===== config.mk =====
export PLATFORM = sky130hd
export DESIGN_NAME = full_adder_16bit_flat
export DESIGN_NICKNAME = d
export VERILOG_FILES = /design/src/rtl/full_adder_16bit_if.sv /design/src/rtl/full_adder_16bit.sv /design/src/flat_wrapper.sv
export SDC_FILE = /design/constraint.sdc
export NUM_CORES = 1
export LEC_CHECK = 0
export BUFFER_PORTS_ARGS = -buffer_cell sky130_fd_sc_hd__buf_2
export CAP_MARGIN = 40
export CORE_AREA = 2 2 71 73
export DETAILED_ROUTE_END_ITERATION = 7
export DIE_AREA = 0 0 73 75
export PLACE_DENSITY = 0.54
export SYNTH_ARGS = -nofsm -noshare
export SYNTH_HDL_FRONTEND = slang
export SYNTH_HIERARCHICAL = 1
export SYNTH_SLANG_ARGS = --single-unit

===== constraint.sdc =====
create_clock -name clk -period 0.8 [get_ports clk]
set_clock_uncertainty 0.05 [all_clocks]
set_input_delay 0.24 -clock clk [delete_from_list [all_inputs] [get_ports clk]]
set_output_delay 0.24 -clock clk [all_outputs]
set_load 0.05 [all_outputs]

===== src/rtl/full_adder_16bit_if.sv =====
// Operand/result bundle for full_adder_16bit; ovf exists only with FULL_ADDER_16BIT_OVF_EN.
interface full_adder_16bit_if;
  logic [15:0] A;
  logic [15:0] B;
  logic        cin;
  logic        in_valid;
  logic [15:0] S;
  logic        cout;
  logic        out_valid;
`ifdef FULL_ADDER_16BIT_OVF_EN
  logic        ovf;

  modport slave  (input A, B, cin, in_valid, output S, cout, out_valid, ovf);
  modport master (output A, B, cin, in_valid, input S, cout, out_valid, ovf);
`else
  modport slave  (input A, B, cin, in_valid, output S, cout, out_valid);
  modport master (output A, B, cin, in_valid, input S, cout, out_valid);
`endif
endinterface


===== src/rtl/full_adder_16bit.sv =====
// Registered 16-bit adder: full-adder cells with two-level 4x4 carry lookahead.
// Optional signed-overflow output enabled by FULL_ADDER_16BIT_OVF_EN.
module full_adder_16bit_fa_cell (
  input  logic a_i,
  input  logic b_i,
  input  logic c_i,
  output logic s_o,
  output logic co_o
);
  assign s_o  = a_i ^ b_i ^ c_i;
  assign co_o = (a_i & b_i) | (a_i & c_i) | (b_i & c_i);
endmodule

module full_adder_16bit (
  input  logic               clk,
  input  logic               rst_n,
  full_adder_16bit_if.slave  bus
);
  logic [15:0] g;
  logic [15:0] p;
  logic [15:0] c;
  logic [15:0] co;
  logic [3:0]  grp_g;
  logic [3:0]  grp_p;
  logic [3:0]  blk_c;

  logic [15:0] s_d, s_q;
  logic        cout_d, cout_q;
  logic        vld_q;

  assign g = bus.A & bus.B;
  assign p = bus.A ^ bus.B;

  always_comb begin
    grp_g = '0;
    grp_p = '0;
    blk_c = '0;
    c     = '0;
    for (int k = 0; k < 4; k++) begin
      grp_p[k] = p[4*k+3] & p[4*k+2] & p[4*k+1] & p[4*k];
      grp_g[k] = g[4*k+3]
               | (p[4*k+3] & g[4*k+2])
               | (p[4*k+3] & p[4*k+2] & g[4*k+1])
               | (p[4*k+3] & p[4*k+2] & p[4*k+1] & g[4*k]);
    end
    // Second-level lookahead: block carries straight from group G/P and cin.
    blk_c[0] = bus.cin;
    blk_c[1] = grp_g[0] | (grp_p[0] & bus.cin);
    blk_c[2] = grp_g[1] | (grp_p[1] & grp_g[0]) | (grp_p[1] & grp_p[0] & bus.cin);
    blk_c[3] = grp_g[2] | (grp_p[2] & grp_g[1]) | (grp_p[2] & grp_p[1] & grp_g[0])
             | (grp_p[2] & grp_p[1] & grp_p[0] & bus.cin);
    for (int k = 0; k < 4; k++) begin
      c[4*k]   = blk_c[k];
      c[4*k+1] = g[4*k] | (p[4*k] & blk_c[k]);
      c[4*k+2] = g[4*k+1] | (p[4*k+1] & g[4*k]) | (p[4*k+1] & p[4*k] & blk_c[k]);
      c[4*k+3] = g[4*k+2] | (p[4*k+2] & g[4*k+1]) | (p[4*k+2] & p[4*k+1] & g[4*k])
               | (p[4*k+2] & p[4*k+1] & p[4*k] & blk_c[k]);
    end
  end

  for (genvar i = 0; i < 16; i++) begin : g_cell
    full_adder_16bit_fa_cell u_fa (
      .a_i  (bus.A[i]),
      .b_i  (bus.B[i]),
      .c_i  (c[i]),
      .s_o  (s_d[i]),
      .co_o (co[i])
    );
  end

  // Only the top cell's carry-out is consumed; the lower ones duplicate lookahead carries.
  assign cout_d = co[15];
  logic unused_carries;
  assign unused_carries = ^{grp_g[3], grp_p[3], co[14:0]};

  always_ff @(posedge clk or negedge rst_n) begin
    if (!rst_n) begin
      s_q    <= '0;
      cout_q <= 1'b0;
      vld_q  <= 1'b0;
    end else begin
      vld_q <= bus.in_valid;
      if (bus.in_valid) begin
        s_q    <= s_d;
        cout_q <= cout_d;
      end
    end
  end

  assign bus.S         = s_q;
  assign bus.cout      = cout_q;
  assign bus.out_valid = vld_q;

`ifdef FULL_ADDER_16BIT_OVF_EN
  logic ovf_d, ovf_q;
  assign ovf_d = c[15] ^ cout_d;

  always_ff @(posedge clk or negedge rst_n) begin
    if (!rst_n) begin
      ovf_q <= 1'b0;
    end else if (bus.in_valid) begin
      ovf_q <= ovf_d;
    end
  end

  assign bus.ovf = ovf_q;
`endif
endmodule


===== src/flat_wrapper.sv =====
// flat-port wrapper written by rule: the top's interface ports become plain ports
module full_adder_16bit_flat 
  (clk, rst_n, bus_A, bus_B, bus_cin, bus_in_valid, bus_S, bus_cout, bus_out_valid);
  full_adder_16bit_if bus_i ();
  input  logic clk;
  input  logic rst_n;
  input wire logic [$bits(bus_i.A)-1:0] bus_A;
  input wire logic [$bits(bus_i.B)-1:0] bus_B;
  input wire logic [$bits(bus_i.cin)-1:0] bus_cin;
  input wire logic [$bits(bus_i.in_valid)-1:0] bus_in_valid;
  output wire logic [$bits(bus_i.S)-1:0] bus_S;
  output wire logic [$bits(bus_i.cout)-1:0] bus_cout;
  output wire logic [$bits(bus_i.out_valid)-1:0] bus_out_valid;
  assign bus_i.A = bus_A;
  assign bus_i.B = bus_B;
  assign bus_i.cin = bus_cin;
  assign bus_i.in_valid = bus_in_valid;
  assign bus_S = bus_i.S;
  assign bus_cout = bus_i.cout;
  assign bus_out_valid = bus_i.out_valid;
  full_adder_16bit u_core (.clk(clk), .rst_n(rst_n), .bus(bus_i));
endmodule

# Word level (Yosys, flattened, before mapping)
# Index checks and enable logic that the tools add are counted.
op_classes:
  bitwise: 141
op_table:
  columns: ["op", "count"]
  rows:
  - ["1-bit AND", 66]
  - ["1-bit OR", 41]
  - ["1-bit XOR", 32]
  - ["15-bit AND", 1]
  - ["15-bit XOR", 1]
totals:
  reg_bits: 18

# Longest topological paths before layout
depth:
  ltp_word: 14
  depth_mapped: 8
  mapped_depth_nobuf: 8

# Hierarchy
# Netlist, hierarchy kept.
modules_own_cells:
  columns: ["mod", "instances", "cells_each", "area_each_um2", "seq_area_each_um2"]
  rows:
  - ["full_adder_16bit", 1, 96, 1099.8, 450.4]
  - ["full_adder_16bit_fa_cell", 16, 1, 20.0, 0.0]

# Worst setup path after synthesis
# No wires, ideal clock.
synth_path:
  path_kind: "input to register"
  start: "input port bus_A[2]"
  end: "register u_core.s_q[12] (netlist: u_core/bus.S[12])"
  t_arrival_ns: 2.026
  t_required_ns: 0.625
  path_slack_ns: -1.401
  path_stages: 8
  cell_sequence: "ha_1 a21o_1 a21oi_2 a21oi_2 or2_1 a21o_1 fa_1 mux2_2"
synth_via:
  elab_chain_cells: 9
  elab_cells_between_ends: 17
  classes_between: "bitwise (17)"
synth_lines:
  columns: ["element", "line_no", "text"]
  rows:
  - ["from (decl)", "flat_wrapper.sv:7", "input wire logic [$bits(bus_i.A)-1:0] bus_A;"]
  - ["15-bit AND / 15-bit XOR (equally long branches)", "full_adder_16bit.sv:31, full_adder_16bit.sv:32", null]
  - ["1-bit AND (on tied branches)", null, null]
  - ["1-bit OR, or another cell as far along", "full_adder_16bit.sv:42", "| (p[4*k+3] & g[4*k+2])"]
  - ["1-bit OR / 1-bit AND (equally long branches)", "full_adder_16bit.sv:43, full_adder_16bit.sv:44", null]
  - ["1-bit OR", "full_adder_16bit.sv:44", "| (p[4*k+3] & p[4*k+2] & p[4*k+1] & g[4*k]);"]
  - ["1-bit AND", "full_adder_16bit.sv:50", "blk_c[3] = grp_g[2] | (grp_p[2] & grp_g[1]) | (grp_p[2] & grp_p[1] & grp_g[0])"]
  - ["1-bit OR", "full_adder_16bit.sv:50", null]
  - ["1-bit OR (*)", "full_adder_16bit.sv:51", "| (grp_p[2] & grp_p[1] & grp_p[0] & bus.cin);"]
  - ["via u_core.blk_c[3]", "full_adder_16bit.sv:25", "logic [3:0] blk_c;"]
  - ["1-bit XOR (*)", "full_adder_16bit.sv:10", "assign s_o = a_i ^ b_i ^ c_i;"]
  - ["via u_core.s_d[12]", "full_adder_16bit.sv:27", "logic [15:0] s_d, s_q;"]
  - ["to (signal assigned)", "full_adder_16bit.sv:78", "s_q <= '0;"]
  - ["to (signal assigned)", "full_adder_16bit.sv:84", "s_q <= s_d;"]
  - ["to (decl)", "full_adder_16bit.sv:27", null]
# The timed path passes the listed nets; every way through them passes the cells marked *.
# A chain may end at the register's enable or synchronous reset.

# Final worst setup path
layout_path:
  start: "input port bus_B[5]"
  end: "register u_core.s_q[15] (netlist: u_core/bus.S[15])"
layout_via:
  elab_chain_cells: 11
  elab_cells_between_ends: 19
  classes_between: "bitwise (19)"
layout_lines:
  columns: ["element", "line_no", "text"]
  rows:
  - ["from (decl)", "flat_wrapper.sv:8", "input wire logic [$bits(bus_i.B)-1:0] bus_B;"]
  - ["15-bit AND / 15-bit XOR (equally long branches)", "full_adder_16bit.sv:31, full_adder_16bit.sv:32", null]
  - ["1-bit AND (on tied branches)", "full_adder_16bit.sv:43, full_adder_16bit.sv:40, full_adder_16bit.sv:44", null]
  - ["1-bit OR / 1-bit AND (equally long branches)", "full_adder_16bit.sv:43, full_adder_16bit.sv:44", null]
  - ["1-bit OR", "full_adder_16bit.sv:44", null]
  - ["1-bit AND", "full_adder_16bit.sv:50", null]
  - ["1-bit OR (2 in series)", "full_adder_16bit.sv:50", null]
  - ["1-bit OR (*)", "full_adder_16bit.sv:51", null]
  - ["1-bit AND (*)", "full_adder_16bit.sv:57", "| (p[4*k+2] & p[4*k+1] & p[4*k] & blk_c[k]);"]
  - ["1-bit OR (*)", "full_adder_16bit.sv:57", null]
  - ["via u_core.c[15]", "full_adder_16bit.sv:21", "logic [15:0] c;"]
  - ["1-bit XOR (*)", "full_adder_16bit.sv:10", null]
  - ["via u_core.s_d[15]", "full_adder_16bit.sv:27", null]
# Marks and branches as above.

==> metrics.yaml <==
global_routing:
  gr-usage-all-layers_pct: 13.4
  grt_first_pass_wirelength_um: 5620
  grt_pass1_vias: 1277
  antenna_found_initial: 0
  grt_max_degree: 19
  gr-total-overflow: 0
synth:
  yosys_warnings: 6
  synthArstFlopShare_pct: 100
  yosysSeqAreaShare_pct: 31.7
  synth_cells: 112
  synth_fp_nets: 179
  synth-seq-cells: 18
  avgSynthCellArea_um2: 12.7
  syn_area_um2: 1420
  synth_enable_flop_cells: 0
  ys.flop_type: "dfrtp_1"
  synthDistinctLibCells: 25
power_and_ir_drop:
  switching_share_pct: 39.8
  switchingPower_mw: 1.92
  ir_worst_vdd_mv: 0.731
  power_frac_comb_pct: 56.5
  internal-power_mw: 2.91
  leakage_nw: 1.28
  p_seq_share_pct: 27.9
  power_density_nw_per_um2: 1860
  pwr-share-clk_pct: 15.7
clock_network:
  cts_tree: "yes"
  h-tree-depth: 1
  clock_latency_ps: 250
  cts_made_buffers: 3
  clkSinkCount: 18
  cts_buffer_depth: 2
  cts.clk_slew.worst_paths_ps: 70
  clock-root-buffer: "clkbuf_8"
sta:
  worst_pin_slew_ps: 258
  period_minus_slack_ps: 2090
  max_freq_mhz: 478
  maxSlewViolCount: 0
  period_share_pct: 262
  slew_headroom_pct: 82.7
  worst_slack_ps: -1290
  setup_viol: 35
  rsz0062_at_grt: "yes"
  hold_viol: 0
placement:
  place_area_um2: 2180
  gp_congestion: 0.820
  io_buffer_count: 53
  hpwl_um: 2760
die:
  dieArea_um2: 5480
  rows: 25
  start_util_pct: 30.5
  die_h_um: 75
  core_area_um2: 4660
  die_w_um: 73
  io_pins: 54
setup_path:
  crit_path_end_kind: "flip-flop"
  crit_required_ps: 890
  rrSetupSlack_ps: -170
  critPathKind: "in -> reg"
  cp-start-kind: "input port"
  crit_path_max_incr_delay_ps: 450
  timing.rr.end: "u_core/bus.S[2]"
  crit_fanout: 3
  crit_chain: "buf_2 -> ha_4 -> and2_4 -> nand3_1 -> a21oi_2 -> o211ai_1 -> buf_4 -> a31oi_4 -> fa_2 -> mux2_4"
  r2r_start: "u_core/bus.S[2]"
  crit_slowest_cell: "fa_2"
  rr_worst_depth: 2
  cp.arrival_ps: 2190
min_path:
  hold_start: "bus_in_valid"
  hold-path-endpoint: "u_core/bus.out_valid"
  holdPathStages: 2
  hp-class: "in -> reg"
outcome:
  status: "complete, but fails checks"
  violations: "setup timing"
drt:
  vias: 1233
  drc_errors: 0
  drt_iter0_drc: 14
  via_per_inst: 4.53
  drt.antenna.violating_nets: 0
  routed_wirelength_um: 3580
  drtPass1Iterations: 3
  avgRoutedWirePerCell_um: 13.2
final_layout:
  nFillCells: 403
  final_cell_area_um2: 2600
  multi_input_area_um2: 1140
  utilization_pct: 55.8
  register_area_um2: 472
  diodes: 0
  area_delta_synth_final_pct: 83.1
  nNetsFinal: 286
  drive_above_1_share_pct: 72.9
run:
  cap_violations: 0
-- critical path, delay by kind of cell --
family          cells  cell delay, ps
compound gates      3             440
fa+ha+maj           2             730
buf+inv             2             290
mux                 1             270
simple gates        2             220
-- placed cells by master (no fill, tap or decap), types with 2 or more instances in the layout --
cell type,count
a31oi_4,2
nand4_1,2
dfrtp_2,17
ha_1,10
fa_1,15
clkbuf_8,4
ha_4,5
nand2_1,3
inv_1,3
a21o_1,8
buf_6,25
mux2_4,13
mux2_2,4
buf_8,3
nor2_1,6
o211ai_1,2
buf_12,2
a21oi_2,5
buf_2,28
buf_4,45
nand3_1,2
-- cell type report --
cell class,instances,area share [%]
Sequential cell,18,18.1
Multi-Input combinational cell,89,43.8
Clock buffer,4,2.12
Tap cell,54,2.60
Inverter,3,0.433
Timing Repair Buffer,104,32.9
-- synth_stat cells, types with 2 or more instances --
library cell  number  area (um2)
nand4_1            2        12.5
o211ai_1           2        15.0
mux2_2            17         191
nor2_1             6        22.5
ha_1              15         188
buf_2              2        10.0
dfrtp_1           18         450
fa_1              16         320
a21o_1             8        60.1
a21oi_1            4        20.0
a31oi_1            2        12.5
nand3_1            2        10.0
a21oi_2            2        17.5
inv_1              3        11.3
nand2_1            3        11.3
-- worst max-delay path by stage --
stage | from | cells after the start | end
6_report | bus_B[5] | 10 | u_core/bus.S[15]
5_1_grt | bus_A[0] | 10 | u_core/bus.S[15]
4_1_cts | bus_A[0] | 9 | u_core/bus.S[15]
3_5_place_dp | bus_A[2] | 9 | u_core/bus.S[11]
3_3_place_gp | bus_A[2] | 9 | u_core/bus.S[11]
2_1_floorplan | bus_A[2] | 8 | u_core/bus.S[12]
-- registers in the layout, indices dropped and copies added (netlist names) --
name	flops
u_core/bus.cout	1
u_core/bus.out_valid	1
u_core/bus.S	16
-- through the flow --
stage / setup TNS, ps / hold slack [ps] / worst slack (ps) / std cells / power (mW)
final: -24370 / 253 / -1290 / 272 / 4.83
after global routing: -25900 / 254 / -1390 / 272 / 5.11
after CTS: -24440 / 245 / -1360 / 267 / 4.66
after detailed placement: -25310 / 128 / -1640 / 259 / 3.45
after global placement: -24850 / 126 / -1590 / 259 / 3.41
after floorplan: -18770 / -106 / -1340 / 112 / 2.70
-- repair_timing --
item | in CTS | in global routing
setup buffers | 3 | 5
resized for setup | 57 | 19
setup endpoints to repair | 35 | 35
pin swaps | 17 | 12
hold buffers | 1 | 0
hold endpoints to repair | 18 | 0
-- logic make-up (layout without fill, tap and decap cells) --
| kind of cell | count (synthesis) | in the layout | synth area share, % |
|---|---|---|---|
| fa+ha+maj | 31 | 31 | 35.8 |
| compound gates | 22 | 22 | 11.0 |
| simple gates | 19 | 19 | 6.52 |
| flops | 18 | 18 | 31.7 |
| mux | 17 | 17 | 13.5 |
| buf+inv | 5 | 111 | 1.50 |
-- power by group through the flow --
stage	Combinational, mW	Sequential (mW)	Clock [mW]
after floorplan	0.585	2.11	0
after global placement	2.11	1.30	0
after detailed placement	2.15	1.30	0
after CTS	2.53	1.35	0.780
after global routing	2.91	1.37	0.829
final	2.73	1.35	0.757
-- per-layer routing --
metal	part of all wire, %	vias to the layer above	global-route usage, %
met2	54	37	26.0
li1	-	595	-
met5	0	-	0
met4	1.0	0	4.32
met3	4.5	4	1.87
met1	41	597	15.0
Power figures use the tool's default switching activity.
